### config.mk
export PLATFORM = sky130hd
export DESIGN_NAME = mult_div_ctrl_flat
export DESIGN_NICKNAME = d
export VERILOG_FILES = /design/src/rtl/mult_div_pkg.sv /design/src/rtl/mult_div_ctrl_if.sv /design/src/rtl/div_restore_step.sv /design/src/rtl/mult_div_ctrl.sv /design/src/flat_wrapper.sv
export SDC_FILE = /design/constraint.sdc
export NUM_CORES = 1
export LEC_CHECK = 0
export ABC_CLOCK_PERIOD_IN_PS = 13740
export CAP_MARGIN = 5
export CORE_MARGIN = 5
export CORE_UTILIZATION = 55
export CTS_CLUSTER_DIAMETER = 100
export DETAILED_ROUTE_END_ITERATION = 10
export GPL_TIMING_DRIVEN = 0
export PLACE_DENSITY = 0.76
export SYNTH_ARGS = -nofsm -noshare
export SYNTH_HDL_FRONTEND = slang
export SYNTH_SLANG_ARGS = --single-unit
### constraint.sdc
create_clock -name clk -period 13.74 [get_ports clk]
set_input_delay 2.748 -clock clk [delete_from_list [all_inputs] [get_ports clk]]
set_output_delay 2.748 -clock clk [all_outputs]
set_load 0.05 [all_outputs]
### src/rtl/mult_div_pkg.sv
// Shared types and constants for the mult/div sequencer.
package mult_div_pkg;

  typedef enum logic [2:0] {
    S_IDLE = 3'd0,
    S_MULT = 3'd1,
    S_DIV  = 3'd2,
    S_FIX  = 3'd3,
    S_DONE = 3'd4
  } state_e;

  localparam int unsigned ITER  = 32;
  localparam int unsigned CNT_W = 6;
  localparam logic [CNT_W-1:0] LAST_ITER = CNT_W'(ITER - 1);

  localparam logic SEL_MULT = 1'b0;
  localparam logic SEL_DIV  = 1'b1;

  // Two's-complement negate when neg is set; also serves as |x| with neg = x[31].
  function automatic logic [31:0] neg_if(input logic neg, input logic [31:0] x);
    return neg ? (32'd0 - x) : x;
  endfunction

endpackage

### src/rtl/mult_div_ctrl_if.sv
// Handshake/result bundle between the main control FSM and the mult/div sequencer.
interface mult_div_ctrl_if;

  logic        MultStart;
  logic        DivStart;
  logic [31:0] SrcA;
  logic [31:0] SrcB;
  logic        Busy;
  logic        Done;
  logic        DivZero;
  logic [31:0] HiOut;
  logic [31:0] LoOut;
  logic        HiCtrl;
  logic        LoCtrl;
  logic        MultCtrl;

  modport master (
    output MultStart, DivStart, SrcA, SrcB,
    input  Busy, Done, DivZero, HiOut, LoOut, HiCtrl, LoCtrl, MultCtrl
  );

  modport slave (
    input  MultStart, DivStart, SrcA, SrcB,
    output Busy, Done, DivZero, HiOut, LoOut, HiCtrl, LoCtrl, MultCtrl
  );

endinterface

### src/rtl/div_restore_step.sv
// One unsigned restoring-division iteration: shift {rem, quot} left, trial-subtract the divisor.
module div_restore_step (
  input  logic [31:0] rem_i,
  input  logic [31:0] quot_i,
  input  logic [31:0] divisor_i,
  output logic [31:0] rem_o,
  output logic [31:0] quot_o
);

  logic [32:0] shifted_s;

  // The partial remainder stays below the divisor, so a successful subtract fits in 32 bits.
  always_comb begin
    shifted_s = {rem_i, quot_i[31]};
    if (shifted_s >= {1'b0, divisor_i}) begin
      rem_o  = shifted_s[31:0] - divisor_i;
      quot_o = {quot_i[30:0], 1'b1};
    end else begin
      rem_o  = shifted_s[31:0];
      quot_o = {quot_i[30:0], 1'b0};
    end
  end

endmodule

### src/rtl/mult_div_ctrl.sv
// Multi-cycle sequencer for MIPS mult/div: radix-2 Booth multiply and restoring divide,
// with registered HI/LO results and write-enable pulses.
module mult_div_ctrl
  import mult_div_pkg::*;
(
  input  logic           clk,
  input  logic           reset,
  mult_div_ctrl_if.slave bus
);

  state_e             state_q, state_d;
  logic [CNT_W-1:0]   cnt_q, cnt_d;
  logic [31:0]        acc_q, acc_d;
  logic [31:0]        qr_q, qr_d;
  logic               q1_q, q1_d;
  logic [31:0]        m_q, m_d;
  logic               sa_q, sa_d;
  logic               sb_q, sb_d;
  logic               busy_q, busy_d;
  logic               done_q, done_d;
  logic               divzero_q, divzero_d;
  logic [31:0]        hi_q, hi_d;
  logic [31:0]        lo_q, lo_d;
  logic               hictrl_q, hictrl_d;
  logic               loctrl_q, loctrl_d;
  logic               multctrl_q, multctrl_d;

  logic [32:0]        booth_sum_s;
  logic [31:0]        div_rem_s;
  logic [31:0]        div_quot_s;

  // A is widened by one bit so that subtracting M = -2^31 cannot overflow before the shift.
  always_comb begin
    case ({qr_q[0], q1_q})
      2'b10:   booth_sum_s = {acc_q[31], acc_q} - {m_q[31], m_q};
      2'b01:   booth_sum_s = {acc_q[31], acc_q} + {m_q[31], m_q};
      default: booth_sum_s = {acc_q[31], acc_q};
    endcase
  end

  div_restore_step u_div_step (
    .rem_i     (acc_q),
    .quot_i    (qr_q),
    .divisor_i (m_q),
    .rem_o     (div_rem_s),
    .quot_o    (div_quot_s)
  );

  // Next-state and datapath update; pulse outputs default low every cycle.
  always_comb begin
    state_d    = state_q;
    cnt_d      = cnt_q;
    acc_d      = acc_q;
    qr_d       = qr_q;
    q1_d       = q1_q;
    m_d        = m_q;
    sa_d       = sa_q;
    sb_d       = sb_q;
    busy_d     = busy_q;
    done_d     = 1'b0;
    divzero_d  = 1'b0;
    hi_d       = hi_q;
    lo_d       = lo_q;
    hictrl_d   = 1'b0;
    loctrl_d   = 1'b0;
    multctrl_d = multctrl_q;

    case (state_q)
      S_IDLE: begin
        if (bus.MultStart) begin
          state_d    = S_MULT;
          busy_d     = 1'b1;
          multctrl_d = SEL_MULT;
          cnt_d      = '0;
          acc_d      = 32'd0;
          qr_d       = bus.SrcB;
          q1_d       = 1'b0;
          m_d        = bus.SrcA;
        end else if (bus.DivStart) begin
          busy_d     = 1'b1;
          multctrl_d = SEL_DIV;
          sa_d       = bus.SrcA[31];
          sb_d       = bus.SrcB[31];
          if (bus.SrcB != 32'd0) begin
            state_d = S_DIV;
            cnt_d   = '0;
            acc_d   = 32'd0;
            qr_d    = neg_if(bus.SrcA[31], bus.SrcA);
            m_d     = neg_if(bus.SrcB[31], bus.SrcB);
          end else begin
            state_d   = S_DONE;
            done_d    = 1'b1;
            divzero_d = 1'b1;
          end
        end else begin
          state_d = S_IDLE;
        end
      end

      S_MULT: begin
        acc_d = booth_sum_s[32:1];
        qr_d  = {booth_sum_s[0], qr_q[31:1]};
        q1_d  = qr_q[0];
        if (cnt_q == LAST_ITER) begin
          state_d  = S_DONE;
          cnt_d    = '0;
          done_d   = 1'b1;
          hictrl_d = 1'b1;
          loctrl_d = 1'b1;
          hi_d     = booth_sum_s[32:1];
          lo_d     = {booth_sum_s[0], qr_q[31:1]};
        end else begin
          cnt_d = cnt_q + CNT_W'(1);
        end
      end

      S_DIV: begin
        acc_d = div_rem_s;
        qr_d  = div_quot_s;
        if (cnt_q == LAST_ITER) begin
          state_d = S_FIX;
          cnt_d   = '0;
        end else begin
          cnt_d = cnt_q + CNT_W'(1);
        end
      end

      // Sign fix-up; 0x80000000 / -1 wraps naturally to quotient 0x80000000.
      S_FIX: begin
        state_d  = S_DONE;
        done_d   = 1'b1;
        hictrl_d = 1'b1;
        loctrl_d = 1'b1;
        hi_d     = neg_if(sa_q, acc_q);
        lo_d     = neg_if(sa_q ^ sb_q, qr_q);
      end

      S_DONE: begin
        state_d = S_IDLE;
        busy_d  = 1'b0;
      end

      default: begin
        state_d = S_IDLE;
        busy_d  = 1'b0;
      end
    endcase
  end

  // FSM state register.
  always_ff @(posedge clk or posedge reset) begin
    if (reset) begin
      state_q <= S_IDLE;
    end else begin
      state_q <= state_d;
    end
  end

  // Datapath and registered outputs.
  always_ff @(posedge clk or posedge reset) begin
    if (reset) begin
      cnt_q      <= '0;
      acc_q      <= 32'd0;
      qr_q       <= 32'd0;
      q1_q       <= 1'b0;
      m_q        <= 32'd0;
      sa_q       <= 1'b0;
      sb_q       <= 1'b0;
      busy_q     <= 1'b0;
      done_q     <= 1'b0;
      divzero_q  <= 1'b0;
      hi_q       <= 32'd0;
      lo_q       <= 32'd0;
      hictrl_q   <= 1'b0;
      loctrl_q   <= 1'b0;
      multctrl_q <= 1'b0;
    end else begin
      cnt_q      <= cnt_d;
      acc_q      <= acc_d;
      qr_q       <= qr_d;
      q1_q       <= q1_d;
      m_q        <= m_d;
      sa_q       <= sa_d;
      sb_q       <= sb_d;
      busy_q     <= busy_d;
      done_q     <= done_d;
      divzero_q  <= divzero_d;
      hi_q       <= hi_d;
      lo_q       <= lo_d;
      hictrl_q   <= hictrl_d;
      loctrl_q   <= loctrl_d;
      multctrl_q <= multctrl_d;
    end
  end

  assign bus.Busy     = busy_q;
  assign bus.Done     = done_q;
  assign bus.DivZero  = divzero_q;
  assign bus.HiOut    = hi_q;
  assign bus.LoOut    = lo_q;
  assign bus.HiCtrl   = hictrl_q;
  assign bus.LoCtrl   = loctrl_q;
  assign bus.MultCtrl = multctrl_q;

endmodule

### src/flat_wrapper.sv
// flat-port wrapper written by rule: the top's interface ports become plain ports
module mult_div_ctrl_flat import mult_div_pkg::*;
  (clk, reset, bus_MultStart, bus_DivStart, bus_SrcA, bus_SrcB, bus_Busy, bus_Done, bus_DivZero, bus_HiOut, bus_LoOut, bus_HiCtrl, bus_LoCtrl, bus_MultCtrl);
  mult_div_ctrl_if bus_i ();
  input  logic clk;
  input  logic reset;
  input wire logic [$bits(bus_i.MultStart)-1:0] bus_MultStart;
  input wire logic [$bits(bus_i.DivStart)-1:0] bus_DivStart;
  input wire logic [$bits(bus_i.SrcA)-1:0] bus_SrcA;
  input wire logic [$bits(bus_i.SrcB)-1:0] bus_SrcB;
  output wire logic [$bits(bus_i.Busy)-1:0] bus_Busy;
  output wire logic [$bits(bus_i.Done)-1:0] bus_Done;
  output wire logic [$bits(bus_i.DivZero)-1:0] bus_DivZero;
  output wire logic [$bits(bus_i.HiOut)-1:0] bus_HiOut;
  output wire logic [$bits(bus_i.LoOut)-1:0] bus_LoOut;
  output wire logic [$bits(bus_i.HiCtrl)-1:0] bus_HiCtrl;
  output wire logic [$bits(bus_i.LoCtrl)-1:0] bus_LoCtrl;
  output wire logic [$bits(bus_i.MultCtrl)-1:0] bus_MultCtrl;
  assign bus_i.MultStart = bus_MultStart;
  assign bus_i.DivStart = bus_DivStart;
  assign bus_i.SrcA = bus_SrcA;
  assign bus_i.SrcB = bus_SrcB;
  assign bus_Busy = bus_i.Busy;
  assign bus_Done = bus_i.Done;
  assign bus_DivZero = bus_i.DivZero;
  assign bus_HiOut = bus_i.HiOut;
  assign bus_LoOut = bus_i.LoOut;
  assign bus_HiCtrl = bus_i.HiCtrl;
  assign bus_LoCtrl = bus_i.LoCtrl;
  assign bus_MultCtrl = bus_i.MultCtrl;
  mult_div_ctrl u_core (.clk(clk), .reset(reset), .bus(bus_i));
endmodule
==> results.cfg <==
[logic_synthesis]
synth_most_common_cell = nand2_1
syn_nets = 2208
synth_top_area_share_pct = 27.9
ys_seq_area_share_pct = 27.9
synthTopCellsByArea = dfrtp_1 28%, o21ai_0 6.8%, nand2_1 6.1%
synth_edf_count = 0
dominantRegCellSynth = dfrtp_1
yosysWarnings = 0
avgSynthCellArea_sq_um = 7.68
async_flop_share_pct = 100
synth_common_cells = 260 x nand2_1, 217 x o21ai_0, 179 x nor2_1
synth_area_sq_um = 15900
yosysTopAreaCell = dfrtp_1
synth_cell_type_count = 79
netlist_instances = 2067
ys_ff_latch = 177

[setup_path]
startpoint_type = flop
crit_fanout = 5
arrival_ns = 6.31
critPathKind = reg -> reg
cp.required_ns = 14.09
crit_start = u_core.m_q[1]
timing.rr.start = u_core.m_q[1]
endpoint_kind = flop

[cells_and_area]
final_cells = 2622
regArea_sq_um = 4430
fillers = 2569
final_nets = 2364
multi_input_area_sq_um = 10500
layout-drive-gt1-share_pct = 3.62
syn_to_final_growth_pct = 15.4
design_area_sq_um = 18300

[sta]
max_freq_mhz = 168
setup_violations = 0
relSlewSlack_pct = 22.4
tightestPinTransition_ns = 1.15
clock_skew_ns = 0.0168
finalMaxSlewViolations = 0
period_share_pct = 43.4
finalCriticalPeriod_ns = 5.96
hold_viol = 0
rsz0062_at_grt = no
tns_ns = 0

[clocking]
cts_tree = yes
htree_levels = 4
clk_path_buf_depth = 2
post_cts_buffers = 0
clk_pin_slew_ns = 0.07
root_buffer = clkbuf_16
clock_sinks = 177
cts_buffers = 17
ctsResizeCount = 0
hold_buffers = 0
insertion_delay_ns = 0.45

[drt]
vias = 17400
drc = 0
dr.pass1.iters = 6
ant_nets = 0
drt_iter0_drc = 2135
avgRoutedWirePerCell_um = 24.5
viasPerCell = 6.62
drt_wl_total_um = 64400

[floorplanning]
initial_core_util_pct = 55.5
io_pins = 138
dieHeight_um = 180
rows = 62
die_w_um = 180
core_area_sq_um = 28600
design.die.area_sq_um = 32400

[run]
max_cap_viol_count = 0

[worst_hold_path]
hp-start = u_core.m_q[30]
hold_class = reg -> reg

[grt]
grt_pass1_vias = 16700
grt_max_degree = 127
grt_usage_pct = 38.6
antenna_found_initial = 1
grt_pass1_wl_um = 98100
gr-total-overflow = 0

[placement]
gp_congestion = 1.09
dp_hpwl_um = 49800
io_buffers = 135
dp_cells = 2587
placed_area_sq_um = 17700

[status]
outcome = complete, no violations
## sequential cells by signal, indices dropped and copies added, names as in the netlist, 3 cells and up
name and count:
u_core.acc_q 32, u_core.bus.HiOut 32, u_core.bus.LoOut 32, u_core.cnt_q 6
u_core.m_q 32, u_core.qr_q 32, u_core.state_q 3
## area by class of cell
class / count / share of cell area, %
Antenna cell: 2 / 0.0273
Tap cell: 384 / 2.62
Inverter: 78 / 1.64
Timing Repair Buffer: 137 / 7.56
Buffer: 150 / 3.41
Multi-Input combinational cell: 1662 / 57.5
Clock inverter: 14 / 0.785
Sequential cell: 177 / 24.2
Clock buffer: 18 / 2.34
## routing by layer
layer	up-vias	share of wire [%]	track usage [%]
li1	7809	-	-
met2	1111	43	59.4
met5	-	0	0
met3	261	10	8.02
met1	8182	39	49.7
met4	0	7.3	24.2
## layout by cell type, fill, tap and decap left out, types with 9 or more instances in the layout
| cell type | Yosys | routed |
|---|---|---|
| nand4_1 | 11 | 11 |
| nor3_1 | 25 | 25 |
| nand2b_1 | 14 | 14 |
| buf_1 | 15 | 15 |
| or4_1 | 19 | 19 |
| a222oi_1 | 9 | 9 |
| inv_1 | 76 | 75 |
| ha_1 | 71 | 71 |
| o31ai_1 | 34 | 34 |
| nor2_1 | 179 | 179 |
| and3_1 | 17 | 17 |
| nand2_1 | 260 | 260 |
| a31oi_1 | 54 | 54 |
| o21a_1 | 16 | 16 |
| clkdlybuf4s50_1 | 0 | 135 |
| a211oi_1 | 17 | 17 |
| or3_1 | 13 | 13 |
| a21o_1 | 28 | 28 |
| and2_1 | 12 | 12 |
| nor2b_1 | 9 | 9 |
| nand3_1 | 36 | 36 |
| clkbuf_1 | 116 | 117 |
| xnor2_1 | 103 | 103 |
| a221oi_1 | 10 | 10 |
| o21ai_0 | 217 | 217 |
| dfrtp_1 | 177 | 177 |
| o22ai_1 | 23 | 23 |
| mux2i_1 | 42 | 42 |
| nor4_1 | 15 | 15 |
| a22oi_1 | 21 | 21 |
| o221ai_1 | 24 | 24 |
| o41ai_1 | 19 | 19 |
| xor2_1 | 99 | 99 |
| clkbuf_16 | 0 | 17 |
| o211ai_1 | 23 | 23 |
| a21oi_1 | 149 | 149 |
## critical path, stage by stage, from the launching register on
cell,delay [ns]
dfrtp_1,0.41
inv_1,0.15
ha_1,0.27
or4b_2,0.62
nor4_1,0.98
and3_1,0.36
nor2_1,0.08
xnor2_1,0.18
ha_1,0.39
and2_1,0.23
nand3_1,0.16
or3_1,0.35
a211oi_1,0.63
o2111ai_1,0.21
o2111ai_1,0.18
xor2_1,0.28
a21boi_0,0.14
o221ai_1,0.23
## stage by stage
step                      utilization [%]  setup WS (ns)  hold WS, ns
after floorplan                         -           6.19        0.446
final                                64.0           7.78        0.491
after detailed placement             62.0           7.46        0.480
after global placement               61.9           3.65        0.466
after global routing                 64.0           7.54        0.517
after CTS                            64.0           7.89        0.491
## path summary, 6_finish.rpt
kind / slack [ns] / cells after the start / endpoint
worst max-delay path: 7.78 / 17 / u_core.acc_q[28]
worst min-delay path: 0.49 / 2 / u_core.m_q[30]
worst max register to register: 7.78 / 17 / u_core.acc_q[28]
worst min register to register: 0.49 / 2 / u_core.m_q[30]
max in group asynchronous: 10.03 / 3 / u_core.bus.LoOut[8]
min in group asynchronous: 2.70 / 2 / u_core.cnt_q[2]
## kinds of logic (layout without fill, tap and decap cells)
family | Yosys count | in the layout | share of synthesized area, %
muxes | 47 | 47 | 3.00
DFF | 177 | 177 | 27.9
xor gates and xnor gates | 202 | 202 | 11.1
adders and majority gates | 73 | 73 | 5.85
and+or+nand+nor | 635 | 635 | 18.2
buffers and inverters | 228 | 397 | 5.78
AOI/OAI and AO/OA | 705 | 705 | 28.1
other | 0 | 2 | 0
Power is left out: the tool's default activity adds up to more than one toggle a clock period on the data nets, which glitch-free logic cannot reach.
